==> src/rtl/rfphoenix_dcache_fill_rd_if.sv <==
// rtl/rfphoenix_dcache_fill_rd_if.sv - memory bus read-beat interface for the dcache fill reader
//
// Purpose: bundles the bus-side handshake of the line fill reader.
// Signals:
//   cyc_o  bus cycle active (master -> slave)
//   stb_o  beat strobe (master -> slave)
//   adr_o  beat byte address, beat aligned (master -> slave)
//   ack_i  beat acknowledge (slave -> master)
//   err_i  bus error (slave -> master)
//   dat_i  beat read data (slave -> master)
interface rfphoenix_dcache_fill_rd_if #(
  parameter int ADR_W  = 32,
  parameter int BEAT_W = 128
);
  logic              cyc_o;
  logic              stb_o;
  logic [ADR_W-1:0]  adr_o;
  logic              ack_i;
  logic              err_i;
  logic [BEAT_W-1:0] dat_i;

  modport master (output cyc_o, stb_o, adr_o, input ack_i, err_i, dat_i);
  modport slave  (input cyc_o, stb_o, adr_o, output ack_i, err_i, dat_i);
endinterface

==> src/rtl/rfphoenix_dcache_fill_rd.sv <==
// rtl/rfphoenix_dcache_fill_rd.sv - dcache miss reader: burst line fill or single uncached beat
//
// Purpose: on a load miss, reads a cache line beat by beat from the memory bus and presents it
// with a one-cycle write strobe, or returns one uncached beat. Access, bus error and timeout
// faults all finish with a done pulse qualified by fault.
// Ports:
//   clk, rst_n        clock, asynchronous active-low reset
//   req/req_adr/acr   miss request (sampled only when idle); acr[2]=readable, acr[3]=cachable
//   busy              high whenever not idle
//   bus               memory bus master side (cyc/stb/adr out, ack/err/dat in)
//   wr/wr_adr/wr_line one-cycle line write with line-aligned address and assembled line
//   done/rd_dat/fault completion pulse, beat containing req_adr, fault qualifier
module rfphoenix_dcache_fill_rd #(
  parameter int ADR_W      = 32,
  parameter int BEAT_W     = 128,
  parameter int LINE_BEATS = 4,
  parameter int TMO        = 255
) (
  input  logic                           clk,
  input  logic                           rst_n,
  input  logic                           req,
  input  logic [ADR_W-1:0]               req_adr,
  input  logic [3:0]                     req_acr,
  output logic                           busy,
  rfphoenix_dcache_fill_rd_if.master     bus,
  output logic                           wr,
  output logic [ADR_W-1:0]               wr_adr,
  output logic [BEAT_W*LINE_BEATS-1:0]   wr_line,
  output logic                           done,
  output logic [BEAT_W-1:0]              rd_dat,
  output logic                           fault
);
  localparam int OFF_W = $clog2(BEAT_W / 8);
  localparam int IDX_W = $clog2(LINE_BEATS);
  localparam int CNT_W = IDX_W + 1;
  localparam int TMO_W = $clog2(TMO + 1);
  localparam logic [ADR_W-1:0] BEAT_MASK = ~ADR_W'(BEAT_W / 8 - 1);
  localparam logic [ADR_W-1:0] LINE_MASK = ~ADR_W'(BEAT_W / 8 * LINE_BEATS - 1);

  typedef enum logic [2:0] {S_IDLE, S_BUS, S_GAP, S_UPDATE, S_FAULT} state_t;
  typedef logic [LINE_BEATS-1:0][BEAT_W-1:0] line_t;

  state_t           state_q, state_d;
  logic [ADR_W-1:0] adr_q;         // original request address, selects rd_dat slot
  logic             line_mode_q;
  logic [ADR_W-1:0] cur_adr_q;     // address of the beat being fetched
  logic [CNT_W-1:0] beats_left_q;  // beats not yet acknowledged
  logic [TMO_W-1:0] tmo_q;
  line_t            line_buf_q;    // assembly buffer, overwritten by every fill
  line_t            wr_line_q;     // published copy, stable until the next fill completes
  logic [ADR_W-1:0] wr_adr_q;
  logic [BEAT_W-1:0] rd_dat_q;

  logic [IDX_W-1:0] cur_idx;
  logic [IDX_W-1:0] req_idx;
  logic [ADR_W-1:0] nxt_adr;
  logic             cyc, stb;

  assign cur_idx = cur_adr_q[OFF_W +: IDX_W];
  assign req_idx = adr_q[OFF_W +: IDX_W];

  // Next beat: bump the beat index and let it wrap inside the same line.
  always_comb begin
    nxt_adr = cur_adr_q & LINE_MASK;
    nxt_adr[OFF_W +: IDX_W] = cur_idx + IDX_W'(1);
  end

  always_ff @(posedge clk or negedge rst_n) begin
    if (!rst_n) state_q <= S_IDLE;
    else        state_q <= state_d;
  end

  always_comb begin
    state_d = state_q;
    cyc     = 1'b0;
    stb     = 1'b0;
    wr      = 1'b0;
    done    = 1'b0;
    fault   = 1'b0;
    case (state_q)
      S_IDLE: begin
        if (req) state_d = req_acr[2] ? S_BUS : S_FAULT;
      end
      S_BUS: begin
        cyc = 1'b1;
        stb = 1'b1;
        // err wins over a simultaneous ack
        if (bus.err_i)                         state_d = S_FAULT;
        else if (bus.ack_i)                    state_d = S_GAP;
        else if (tmo_q == TMO_W'(TMO - 1))     state_d = S_FAULT;
      end
      S_GAP: begin
        cyc     = 1'b1;
        state_d = (beats_left_q == '0) ? S_UPDATE : S_BUS;
      end
      S_UPDATE: begin
        wr      = line_mode_q;
        done    = 1'b1;
        state_d = S_IDLE;
      end
      S_FAULT: begin
        done    = 1'b1;
        fault   = 1'b1;
        state_d = S_IDLE;
      end
      default: state_d = S_IDLE;
    endcase
  end

  always_ff @(posedge clk or negedge rst_n) begin
    if (!rst_n) begin
      adr_q        <= '0;
      line_mode_q  <= 1'b0;
      cur_adr_q    <= '0;
      beats_left_q <= '0;
      tmo_q        <= '0;
      line_buf_q   <= '0;
      wr_line_q    <= '0;
      wr_adr_q     <= '0;
      rd_dat_q     <= '0;
    end else begin
      case (state_q)
        S_IDLE: begin
          if (req) begin
            adr_q        <= req_adr;
            line_mode_q  <= req_acr[3];
            cur_adr_q    <= req_acr[3] ? (req_adr & LINE_MASK) : (req_adr & BEAT_MASK);
            beats_left_q <= req_acr[3] ? CNT_W'(LINE_BEATS) : CNT_W'(1);
            tmo_q        <= '0;
          end
        end
        S_BUS: begin
          if (!bus.err_i) begin
            if (bus.ack_i) begin
              line_buf_q[cur_idx] <= bus.dat_i;
              beats_left_q        <= beats_left_q - CNT_W'(1);
            end else begin
              tmo_q <= tmo_q + TMO_W'(1);
            end
          end
        end
        S_GAP: begin
          tmo_q <= '0;
          if (beats_left_q != '0) begin
            cur_adr_q <= nxt_adr;
          end else begin
            // Last beat already sits in line_buf_q: publish results for the UPDATE cycle.
            rd_dat_q <= line_buf_q[req_idx];
            if (line_mode_q) begin
              wr_adr_q  <= adr_q & LINE_MASK;
              wr_line_q <= line_buf_q;
            end
          end
        end
        default: ;
      endcase
    end
  end

  assign busy      = (state_q != S_IDLE);
  assign bus.cyc_o = cyc;
  assign bus.stb_o = stb;
  assign bus.adr_o = cur_adr_q;
  assign wr_adr    = wr_adr_q;
  assign wr_line   = wr_line_q;
  assign rd_dat    = rd_dat_q;
endmodule

==> src/flat_wrapper.sv <==
// flat-port wrapper written by rule: the top's interface ports become plain ports
module rfphoenix_dcache_fill_rd_flat 
#(
  parameter int ADR_W      = 32,
  parameter int BEAT_W     = 128,
  parameter int LINE_BEATS = 4,
  parameter int TMO        = 255
)
  (clk, rst_n, req, req_adr, req_acr, busy, wr, wr_adr, wr_line, done, rd_dat, fault, bus_cyc_o, bus_stb_o, bus_adr_o, bus_ack_i, bus_err_i, bus_dat_i);
  rfphoenix_dcache_fill_rd_if #(.ADR_W(ADR_W), .BEAT_W(BEAT_W)) bus_i ();
  input  logic clk;
  input  logic rst_n;
  input  logic req;
  input  logic [ADR_W-1:0] req_adr;
  input  logic [3:0] req_acr;
  output logic busy;
  output logic wr;
  output logic [ADR_W-1:0] wr_adr;
  output logic [BEAT_W*LINE_BEATS-1:0] wr_line;
  output logic done;
  output logic [BEAT_W-1:0] rd_dat;
  output logic fault;
  output wire logic [$bits(bus_i.cyc_o)-1:0] bus_cyc_o;
  output wire logic [$bits(bus_i.stb_o)-1:0] bus_stb_o;
  output wire logic [$bits(bus_i.adr_o)-1:0] bus_adr_o;
  input wire logic [$bits(bus_i.ack_i)-1:0] bus_ack_i;
  input wire logic [$bits(bus_i.err_i)-1:0] bus_err_i;
  input wire logic [$bits(bus_i.dat_i)-1:0] bus_dat_i;
  assign bus_cyc_o = bus_i.cyc_o;
  assign bus_stb_o = bus_i.stb_o;
  assign bus_adr_o = bus_i.adr_o;
  assign bus_i.ack_i = bus_ack_i;
  assign bus_i.err_i = bus_err_i;
  assign bus_i.dat_i = bus_dat_i;
  rfphoenix_dcache_fill_rd #(.ADR_W(ADR_W), .BEAT_W(BEAT_W), .LINE_BEATS(LINE_BEATS), .TMO(TMO)) u_core (.clk(clk), .rst_n(rst_n), .req(req), .req_adr(req_adr), .req_acr(req_acr), .busy(busy), .bus(bus_i), .wr(wr), .wr_adr(wr_adr), .wr_line(wr_line), .done(done), .rd_dat(rd_dat), .fault(fault));
endmodule
==> config.mk <==
export PLATFORM = sky130hd
export DESIGN_NAME = rfphoenix_dcache_fill_rd_flat
export DESIGN_NICKNAME = d
export VERILOG_FILES = /design/src/rtl/rfphoenix_dcache_fill_rd_if.sv /design/src/rtl/rfphoenix_dcache_fill_rd.sv /design/src/flat_wrapper.sv
export SDC_FILE = /design/constraint.sdc
export NUM_CORES = 1
export LEC_CHECK = 0
export CAP_MARGIN = 20
export CORE_AREA = 2 2 342 344
export CTS_BUF_LIST = sky130_fd_sc_hd__clkbuf_8
export CTS_CLUSTER_DIAMETER = 40
export DETAILED_ROUTE_END_ITERATION = 16
export DIE_AREA = 0 0 344 346
export DONT_BUFFER_PORTS = 1
export HOLD_SLACK_MARGIN = 0.02
export PLACE_DENSITY = 0.57
export SLEW_MARGIN = 25
export SYNTH_ARGS = -nofsm -noshare
export SYNTH_HDL_FRONTEND = slang
export SYNTH_SLANG_ARGS = --single-unit
==> constraint.sdc <==
create_clock -name clk -period 3.8 [get_ports clk]
set_input_delay 0.57 -clock clk [delete_from_list [all_inputs] [get_ports clk]]
set_output_delay 0.57 -clock clk [all_outputs]
set_load 0.01 [all_outputs]
# After elaboration in Yosys (flattened, before gate mapping)
# Index checks and enable logic that the tools add are counted.
[word_totals] word_cells=86 out_inout_bits=710 regBits=1257
[op_classes] bitwise_logic=3 reduce_logical=19 n_lt_le_gt_ge=3 n_eq_ne=11 addsub=3 n_mux=30
[ops] op="bitwise mux 512 bit" n=1
[ops] op="binary-select mux 128 bit (select 2 bit)" n=1
[ops] op="demux 128 bit (select 2 bit)" n=1
[ops] op="2-to-1 mux 128 bit" n=2
[ops] op="one-hot mux 32 bit (2 select lines)" n=1
[ops] op="2-to-1 mux 32 bit" n=1
[ops] op="2-to-1 mux 3 bit" n=9
[ops] op="2-to-1 mux 8 bit" n=3
[ops] op="one-hot mux 8 bit (3 select lines)" n=1
[ops] op="2-to-1 mux 6 bit" n=2
[ops] op="AND reduction 3 bit" n=4
[ops] op="one-hot mux 3 bit (3 select lines)" n=1
[ops] op="nonzero test 3 bit" n=3
[ops] op="adder 8 x 1 -> 8 bit, second input constant" n=1
[ops] op="== test 8 bit, second input constant" n=1
[ops] op="inequality test 2 bit, second input constant" n=4
[ops] op="AND reduction 4 bit" n=2
[ops] op="== test 3 x 2 -> 1 bit, second input constant" n=2
[ops] op="zero test 3 bit" n=2
[ops] op="< comparator 2 x 3 -> 1 bit, second input constant" n=2
[ops] op="one-hot mux 3 bit (2 select lines)" n=1
[ops] op="AND reduction 2 bit" n=3
[ops] op="2-to-1 mux 1 bit" n=5
[ops] op="inequality test 4 x 3 -> 1 bit, second input constant" n=1
[ops] op="11 further kinds" n=15

# Depth between registers and ports, before layout
# Gate-level depths: netlist of run 1.
[depth] word_depth=5 depth_mapped=8

# Least setup slack after synthesis of run 1
# Ideal clock, no wire load.
[synth_path] path_type="reg2reg" from="register u_core.beats_left_q[0]" to="register u_core.wr_line_q, in the netlist u_core.wr_line[107]" path_stages_with_launch=9 t_required_ns=3.675 setup_slack_ns=1.925 t_arrival_ns=1.750 setup_time_ns=0.125 path_cell_list="dfrtp_1 -> inv_1 -> ha_1 -> ha_1 -> and3_1 -> nand2_1 -> buf_2 -> buf_4 -> mux2_2"
[synth_between] elab_chain_cells=3
[synth_lines] element="from (decl)" line="rfphoenix_dcache_fill_rd.sv:47" rtl="logic [CNT_W-1:0] beats_left_q;"
[synth_lines] element="from (signal assigned)" line="rfphoenix_dcache_fill_rd.sv:128" rtl="beats_left_q <= req_acr[3] ? CNT_W'(LINE_BEATS) : CNT_W'(1);"
[synth_lines] element="from (signal assigned)" line="rfphoenix_dcache_fill_rd.sv:136" rtl="beats_left_q <= beats_left_q - CNT_W'(1);"
[synth_lines] element="nonzero test 3 bit" line="rfphoenix_dcache_fill_rd.sv:144" rtl="if (beats_left_q != '0) begin"
[synth_lines] element="NOT 1 bit (no line)"
[synth_lines] element="AND reduction 3 bit (no line)"
[synth_lines] element="to (signal assigned)" line="rfphoenix_dcache_fill_rd.sv:151" rtl="wr_line_q <= line_buf_q;"
[synth_lines] element="to (decl)" line="rfphoenix_dcache_fill_rd.sv:50" rtl="line_t wr_line_q;"
# No other way between the ends.
# A chain may end at the register's enable or synchronous reset.

==> results of run 1 <==
## cell usage after synthesis (2+ instances only)
cell         n  area share, %
dfrtp_1   1249             63
mux2_2    1181             27
nand2_1    156            1.2
mux4_2     128            5.8
buf_2       92           0.93
buf_6       39           0.88
buf_4       27           0.41
clkbuf_1    20           0.15
nor2_1      13          0.098
o21ai_0     11           0.11
ha_1         8           0.20
inv_1        8          0.060
a21oi_1      5          0.050
mux2i_1      5           0.10
nand3_1      5          0.050
buf_1        4          0.030
and3_1       3          0.038
and4_1       2          0.035
nand4_1      2          0.025
nor3_1       2          0.020
nor3b_1      2          0.030
or3_1        2          0.025
or4_1        2          0.030
## sequential cells by signal, indices dropped and copies added, names as in the netlist
signal / flops
u_core.beats_left_q: 3
u_core.line_buf_q: 512
u_core.adr_q: 28
u_core.state_q: 3
u_core.tmo_q: 8
u_core.wr_line: 512
u_core.rd_dat: 128
u_core.wr_adr: 26
u_core.bus.adr_o: 28
u_core.line_mode_q: 1
## layout by cell type (no fill, tap or decap), types with 3 or more instances in the layout
master	instances
dfrtp_1	1247
mux2_2	1181
clkbuf_8	270
dlygate4sd3_1	162
nand2_1	152
mux4_2	128
inv_1	90
buf_4	25
buf_12	22
diode_2	13
clkinv_2	13
nor2_1	12
o21ai_0	11
conb_1	10
clkinvlp_4	10
buf_16	10
ha_1	8
nand3_1	5
a21oi_1	5
mux2i_1	5
nand2_4	4
bufinv_16	3
inv_12	3
## worst max path at each step
stage | end | depth (start not counted) | slack [ns]
2_1_floorplan | u_core.wr_line[107] | 8 | 1.92
3_3_place_gp | u_core.wr_line[75] | 6 | 1.03
3_5_place_dp | u_core.wr_line[449] | 6 | 0.98
4_1_cts | bus_stb_o | 2 | 0.76
5_1_grt | u_core.wr_line[4] | 6 | 0.20
6_report | u_core.wr_line[4] | 6 | 0.60
## cells by family (layout without fill, tap and decap cells)
family          Yosys count  after routing  synth area share [%]
other cells               1             23               0.00753
flops                  1249           1249                  62.8
simple gates            197            197                  1.65
buf+inv                 190            612                  2.46
compound gates           23             23                 0.274
mux                    1314           1314                  32.6
fa+ha+maj                 8              8                 0.201
## layer usage
| metal | vias to the layer above | global-route usage [%] | wire length [µm] |
|---|---|---|---|
| met3 | 254 | 10.1 | 14400 |
| met1 | 14500 | 25.0 | 49000 |
| li1 | 11300 | - | - |
| met2 | 978 | 37.4 | 66600 |
| met5 | - | 0 | 13 |
| met4 | 2 | 8.57 | 4740 |
## tightest hold or removal path: cells and delay by family
kind / cells / cell delay (ns)
and+or+nand+nor: 1 / 0.06
AOI/OAI and AO/OA: 3 / 0.31
## metrics by stage
step	std cells	cell area (µm²)	total power, mW	util, %
6_report	4950	57500	38.5	49.8
2_1_floorplan	2991	49800	23.8	-
4_1_cts	4926	57200	38.7	49.5
5_1_grt	4947	57500	40.5	49.8
3_5_place_dp	4380	51200	26.3	44.4
3_3_place_gp	4380	51200	25.9	44.4
## cell type report
class,count,area [µm²]
diodes,13,32.5
flip-flops and latches,1249,31300
inverters,8,30.0
repair buffers,219,2520
clock buffers,270,3720
multi-input cells,1552,17400
clock inverters,115,637
well taps,1524,1910
fillers,9659,57900
## report_power, final
group / internal [mW] / leakage (nW) / switching [mW]
Sequential: 16.4 / 16.9 / 3.35
Combinational: 4.09 / 9.34 / 2.63
Clock: 6.57 / 2.52 / 5.45
Total: 27.1 / 28.8 / 11.4
==> run metrics, run 1 <==
status finished clean; Die H 346 µm; Req. time, crit path 4.64 ns; register area share after synthesis 62.8%; Max-cap violations 0; CP Max Fanout 165; DIE AREA 0.119 mm²; pwr dens 669 mW/mm²; Starting Density 43.1%; Final HPWL DP 87800 µm; CP bufs+invs 6; grt total ovfl 0; slowest cell on the critical path dlygate4sd3_1; H-tree Lvls 4; share of cells above drive strength 1 49.2%; Worst Setup Path Type in -> async; most used cell, CP buf_16; initial antenna violation count 13; YS warnings 0; crit end category async pin; Synth Register Bits 1249; Total GRT Usage 22.4%; Crit. Startpoint rst_n; Setup Skew 0.0545 ns; drt total wl 135000 µm; crit path cell chain dlygate4sd3_1 > buf_16 > buf_16 > buf_16 > buf_16 > buf_16; leakage 28.8 nW; routed length per instance 27.2 µm; DRC Markers 0; CTS tree yes; PostCTS Resize Cnt 0; fmax 313 MHz; hold_ws 0.156 ns; CTS Hold Bufs 161; CP Launch Type input pin; worst rel slew slack 31.6%; worst r2r src u_core.state_q[0]; Worst-Skew Late Latency 0.87 ns; Via-to-Cell Ratio 5.47; unrepaired setup endpoints after global routing false; maximum VDD drop 0.355 mV; R2R depth 6; Hold WC Path Type in -> reg; final setup margin 0.605 ns; layout net count 3415; fin crit period 3.20 ns; Sink Count 1249; final setup fails 0; Vias 27100; worst slew pin tran 1.03 ns; Chip Width 344 µm; Synth Cell Area 0.0498 mm²; Hold Fails Final Rpt 0; Clock Path Buffers 3; I/O Pins 879; total CTS buffers 208; synthesized area per cell 16.7 µm²; Core Box Area 0.115 mm²; prevailing post-synth register cell dfrtp_1; Rows 125; first-pass GRT wire length 199000 µm; Final GP Congestion 0.822; initial drt markers 1474; ys async rst share 100%; Post-DRT Antenna Nets 0; # Post-CTS Setup Buffers 0; Synth Instances 2982; drt first pass iters 5; pre-CTS setup slack 0.980 ns; area delta synth->final 15.5%; fin crit share 84.1%; Root Buffer clkbuf_8; Reg clk slew, reported paths 0.06 ns; crit-path max cell delay 0.64 ns; reg-to-reg slack, setup 0.96 ns; I/O Buffers 0; pin count of the biggest net entering global routing 1250; hold path start bus_err_i; Reg2Reg Capture Point u_core.wr_line[449]; Slew Viols, Final 0; Min-Delay Path Depth 4; EDFF count, synth 0; final setup TNS 0 ns; post-synth cell types 39; crit-path leading delay family buffers and inverters; worst path arrival time 4.04 ns; Hold Path End u_core.tmo_q[3]; vias in the first global route 29500
Note: power is estimated with default switching activity, not from simulation.
==> inputs of run 2 (changes only) <==
==> constraint.sdc (replaced) <==
create_clock -name clk -period 3.27 [get_ports clk]
set_input_delay 0.4905 -clock clk [delete_from_list [all_inputs] [get_ports clk]]
set_output_delay 0.4905 -clock clk [all_outputs]
set_load 0.01 [all_outputs]
==> run metrics, run 2 (same netlist as run 1, synthesis figures left out) <==
crit end category primary output; final setup fails 0 (unchanged); drt first pass iters 5 (unchanged); CTS tree yes; met2 Usage GRT 37.5% (+0.098 points); Via-to-Cell Ratio 5.43 (-0.87%); drt total wl 134000 µm (-0.48%); worst slew pin tran 0.915 ns (-0.110 ns); unrepaired setup endpoints after global routing false; initial antenna violation count 12 (-1); multi-input combinational cell area 0.0174 mm² (unchanged); # Post-CTS Setup Buffers 0 (unchanged); H-tree Lvls 4 (unchanged); R2R depth 5 (-1); Setup Skew 0.0743 ns (+0.0198 ns); worst rel slew slack 39.0% (+7.4 points); Sink Count 1249 (unchanged); Post-DRT Antenna Nets 0 (unchanged); Reg clk slew, reported paths 0.06 ns (about the same); CP Launch Type flop; share of cells above drive strength 1 49.6% (+0.38 points); slowest cell on the critical path dfrtp_1; I/O Buffers 0 (unchanged); first-pass GRT wire length 200000 µm (+0.27%); Hold WC Path Type in -> async; Total GRT Usage 22.5% (+0.033 points); placed cells 4402 (+0.50%); GRT busiest layer met2; register area 0.0313 mm² (unchanged); Final HPWL DP 90400 µm (+2.9%); Slew Viols, Final 0 (unchanged); hold_ws -0.370 ns (-0.527 ns); Vias 26800 (-1.1%); Worst Setup Path Type reg -> out; Chip Width 344 µm (unchanged); fmax 347 MHz; Max-cap violations 0 (unchanged); M1 GR Usage 24.8% (-0.29 points); pin count of the biggest net entering global routing 178 (-86%); Core Box Area 0.115 mm² (unchanged); final setup TNS 0 ns (unchanged); layout net count 3427 (+0.35%); CP Max Fanout 19 (-88%); status finished, violations left; fin crit share 88.1%; pwr dens 780 mW/mm² (+16%); total CTS buffers 207 (-0.48%); Root Buffer clkbuf_8; Final GP Congestion 0.839 (+2.0%); crit path cell chain or3b_1 > inv_1; Finished Layout Cells 4937 (-0.26%); maximum VDD drop 0.492 mV (+39%); routed length per instance 27.2 µm (-0.22%); failing checks negative hold slack; reg-to-reg slack, setup 0.78 ns (-0.18 ns); CTS Hold Bufs 162 (+0.62%); met3 Usage GRT 10.1% (about the same); initial drt markers 1219 (-17%); worst path arrival time 2.39 ns (-1.65 ns); commonest non-fill, non-tap cell in the layout dfrtp_1; Hold Fails Final Rpt 151 (+151); Rows 125 (unchanged); Clock Path Buffers 3 (unchanged); crit-path max cell delay 0.66 ns (+0.02 ns); FILL cells 9660 (+0.010%); Worst-Skew Late Latency 0.87 ns (about the same); DIE AREA 0.119 mm² (unchanged); area delta synth->final 15.6% (about the same); commonest non-fill, non-tap cells in the layout dfrtp_1 (1247), mux2_2 (1181), clkbuf_8 (257); Starting Density 43.1% (unchanged); leakage 28.8 nW (about the same); Crit. Startpoint u_core.state_q[0]; worst r2r src u_core.state_q[0]; vias in the first global route 29600 (+0.39%); DRC Markers 0 (unchanged); I/O Pins 879 (unchanged); total power 44.8 mW (+17%); Die H 346 µm (unchanged); fin crit period 2.88 ns; Req. time, crit path 2.78 ns (-1.86 ns); grt total ovfl 0 (unchanged)
==> run 2: cell count changes in the layout (fill, tap and decap cells not counted), sizes merged <==
| cell | previous run | this run |
|---|---|---|
| diode | 13 | 10 |
| buf | 57 | 69 |
| bufinv | 3 | 9 |
| clkinv | 16 | 19 |
| clkinvlp | 10 | 5 |
| clkbuf | 270 | 258 |
| inv | 94 | 80 |
==> run 2: cell type report <==
cell class | count | area share (%)
inverter | 8 | 0.0522
antenna | 10 | 0.0435
sequential | 1249 | 54.3
clock inverter | 105 | 1.31
clock buffer | 257 | 6.15
multi-input combinational | 1552 | 30.2
tap | 1524 | 3.31
timing repair buffer | 232 | 4.61
==> run 2: metrics by stage <==
stage	util (%)	worst slack, ns	hold WS (ns)	cell area, µm²
6_report	49.8	0.390	-0.370	57500
5_1_grt	49.8	0.0280	-0.372	57500
3_5_place_dp	44.7	-0.764	0.461	51600
4_1_cts	49.8	0.227	-0.411	57500
2_1_floorplan	-	1.39	0.195	49800
3_3_place_gp	44.5	0.856	0.243	51300
==> run 2: critical path, delay by kind of cell (launching register included) <==
kind | cells | cell delay [ns]
buffers and inverters | 1 | 0.29
flip-flops | 1 | 0.66
AND/OR/NAND/NOR | 1 | 0.60
==> run 2: worst paths after layout <==
| path | endpoint |
|---|---|
| max | bus_stb_o |
| min | u_core.wr_line[169] |
| max reg2reg | u_core.wr_line[168] |
| min reg2reg | u_core.adr_q[21] |
| max in group asynchronous | u_core.line_buf_q[367] |
| min in group clk | u_core.tmo_q[3] |
==> run 2: repair_timing <==
item,in CTS,in global routing
endpoints found under the setup margin,0,141
hold endpoints to repair,731,151
gates resized for setup,0,0
==> run 2: where the power goes <==
| part | internal (mW) | switching, mW |
|---|---|---|
| Sequential | 19.1 | 3.96 |
| Clock | 7.78 | 6.23 |
| Combinational | 4.80 | 3.02 |
| Total | 31.6 | 13.2 |
==> run 2: routing by layer <==
layer	vias to the layer above	share of wire (%)
li1	11300	-
met4	2	3.9
met3	251	11
met1	14300	36
met2	933	50
met5	-	0.0097
==> inputs of run 3 (changes only) <==
--- a/config.mk
+++ b/config.mk
@@ -14,6 +14,7 @@
 export DONT_BUFFER_PORTS = 1
 export HOLD_SLACK_MARGIN = 0.02
 export PLACE_DENSITY = 0.57
+export SKIP_CTS_REPAIR_TIMING = 1
 export SLEW_MARGIN = 25
 export SYNTH_ARGS = -nofsm -noshare
 export SYNTH_HDL_FRONTEND = slang
==> run metrics, run 3 (same netlist as run 1, synthesis figures left out) <==
worst rel slew slack 39.7% (+0.72 points); unrepaired setup endpoints after global routing false; Final HPWL DP 90400 µm (unchanged); first-pass GRT wire length 197000 µm (-1.5%); I/O Buffers 0 (unchanged); maximum VDD drop 0.500 mV (+1.6%); crit end category primary output; vias in the first global route 28800 (-2.6%); final design utilization 49.9% (about the same); status finished, violations left; Clock Path Buffers 3 (unchanged); Total GRT Usage 22.3% (-0.20 points); Starting Density 43.1% (unchanged); Hold Fails Final Rpt 151 (unchanged); Setup Skew 0.0718 ns (-0.00256 ns); Reg clk slew, reported paths 0.06 ns (about the same); finished layout cell area 0.0575 mm² (about the same); Via-to-Cell Ratio 5.44 (+0.23%); CP bufs+invs 1 (unchanged); initial antenna violation count 18 (+6); I/O Pins 879 (unchanged); hold_ws -0.367 ns (+0.00394 ns); area delta synth->final 15.6% (about the same); commonest non-fill, non-tap cell in the layout dfrtp_1; pin count of the biggest net entering global routing 178 (unchanged); crit path cell chain or3b_1 > inv_1; Max-cap violations 0 (unchanged); Rows 125 (unchanged); crit-path max cell delay 0.67 ns (about the same); fmax 350 MHz (+0.71%); worst path arrival time 2.37 ns (-0.02 ns); CP Launch Type flop; DRC Markers 0 (unchanged); commonest non-fill, non-tap cells in the layout dfrtp_1 (1247), mux2_2 (1181), clkbuf_8 (257); Final GP Congestion 0.839 (unchanged); Finished Layout Cells 4942 (+0.10%); pwr dens 779 mW/mm² (about the same); Vias 26900 (+0.33%); Core Box Area 0.115 mm² (unchanged); leakage 28.8 nW (about the same); placed cells 4402 (unchanged); slowest cell on the critical path dfrtp_1; Chip Width 344 µm (unchanged); CTS tree yes; share of cells above drive strength 1 49.6% (unchanged); Slew Viols, Final 0 (unchanged); grt total ovfl 0 (unchanged); drt first pass iters 5 (unchanged); CP Max Fanout 19 (unchanged); failing checks negative hold slack; worst slew pin tran 0.904 ns (-0.0107 ns); Root Buffer clkbuf_8; crit-path leading delay family flip-flops; layout net count 3427 (unchanged); placed cell area 0.0516 mm² (unchanged); fin crit share 87.5% (-0.62 points); Hold WC Path Type in -> async; total CTS buffers 207 (unchanged); Sink Count 1249 (unchanged); Die H 346 µm (unchanged); Worst Setup Path Type reg -> out; DIE AREA 0.119 mm² (unchanged); fin crit period 2.86 ns (-0.0204 ns); Req. time, crit path 2.78 ns (about the same); Post-DRT Antenna Nets 0 (unchanged); final setup TNS 0 ns (unchanged); H-tree Lvls 4 (unchanged); FILL cells 9644 (-0.17%); drt total wl 134000 µm (about the same); final setup fails 0 (unchanged); routed length per instance 27.1 µm (-0.11%); Worst-Skew Late Latency 0.87 ns (about the same); initial drt markers 1315 (+7.9%)
==> run 3: cell count changes in the layout (fill, tap and decap cells not counted), sizes merged <==
| cell | change |
|---|---|
| diode | +5 |
==> run 3: routing by layer <==
metal	vias to the layer above	GRT usage (%)	routed length [µm]
met3	260	11.0	14300
li1	11300	-	-
met1	14300	23.8	47900
met2	959	37.4	67000
met5	-	0	13
met4	2	8.72	4950
==> run 3: final timing paths <==
check	slack [ns]	endpoint	depth (start not counted)	startpoint
setup / recovery	0.41	bus_stb_o	2	u_core.state_q[0]
min in group clk	0.06	u_core.state_q[2]	4	req
setup reg to reg	0.77	u_core.wr_line[18]	5	u_core.state_q[0]
hold / removal	-0.37	u_core.wr_line[169]	1	rst_n
hold reg to reg	0.47	u_core.adr_q[21]	2	u_core.adr_q[21]
max in group asynchronous	0.55	u_core.line_buf_q[367]	5	rst_n
==> run 3: power by group <==
group | leakage [nW] | total (mW) | switching [mW] | internal [mW]
Sequential | 16.9 | 23.0 | 3.96 | 19.1
Clock | 2.44 | 14.0 | 6.22 | 7.79
Combinational | 9.42 | 7.81 | 3.01 | 4.80
Total | 28.8 | 44.8 | 13.2 | 31.6
==> run 3: metrics by stage <==
step                hold WS, ns  power [mW]  setup slack [ns]
CTS                      -0.411        45.2             0.227
global placement          0.243        30.2             0.856
floorplan                 0.195        27.6              1.39
global route             -0.384        47.2            0.0468
detailed placement        0.461        31.0            -0.764
finish                   -0.367        44.8             0.410
==> run 3: area by class of cell <==
cell class	instances	area, µm²	share of cell area, %
diodes	15	37.5	0.0652
clock buffers	257	3540	6.15
clock inverters	105	753	1.31
inverters	8	30.0	0.0522
multi-input cells	1552	17400	30.2
flip-flops and latches	1249	31300	54.3
well taps	1524	1910	3.31
repair buffers	232	2650	4.61
==> run 3: worst register-to-register path, stage by stage, from the launching register on <==
cell and delay [ns]:
dfrtp_1 0.67, nor2_1 0.15, and3_4 0.25, nand2_4 0.29
buf_12 0.50, mux2_2 0.51
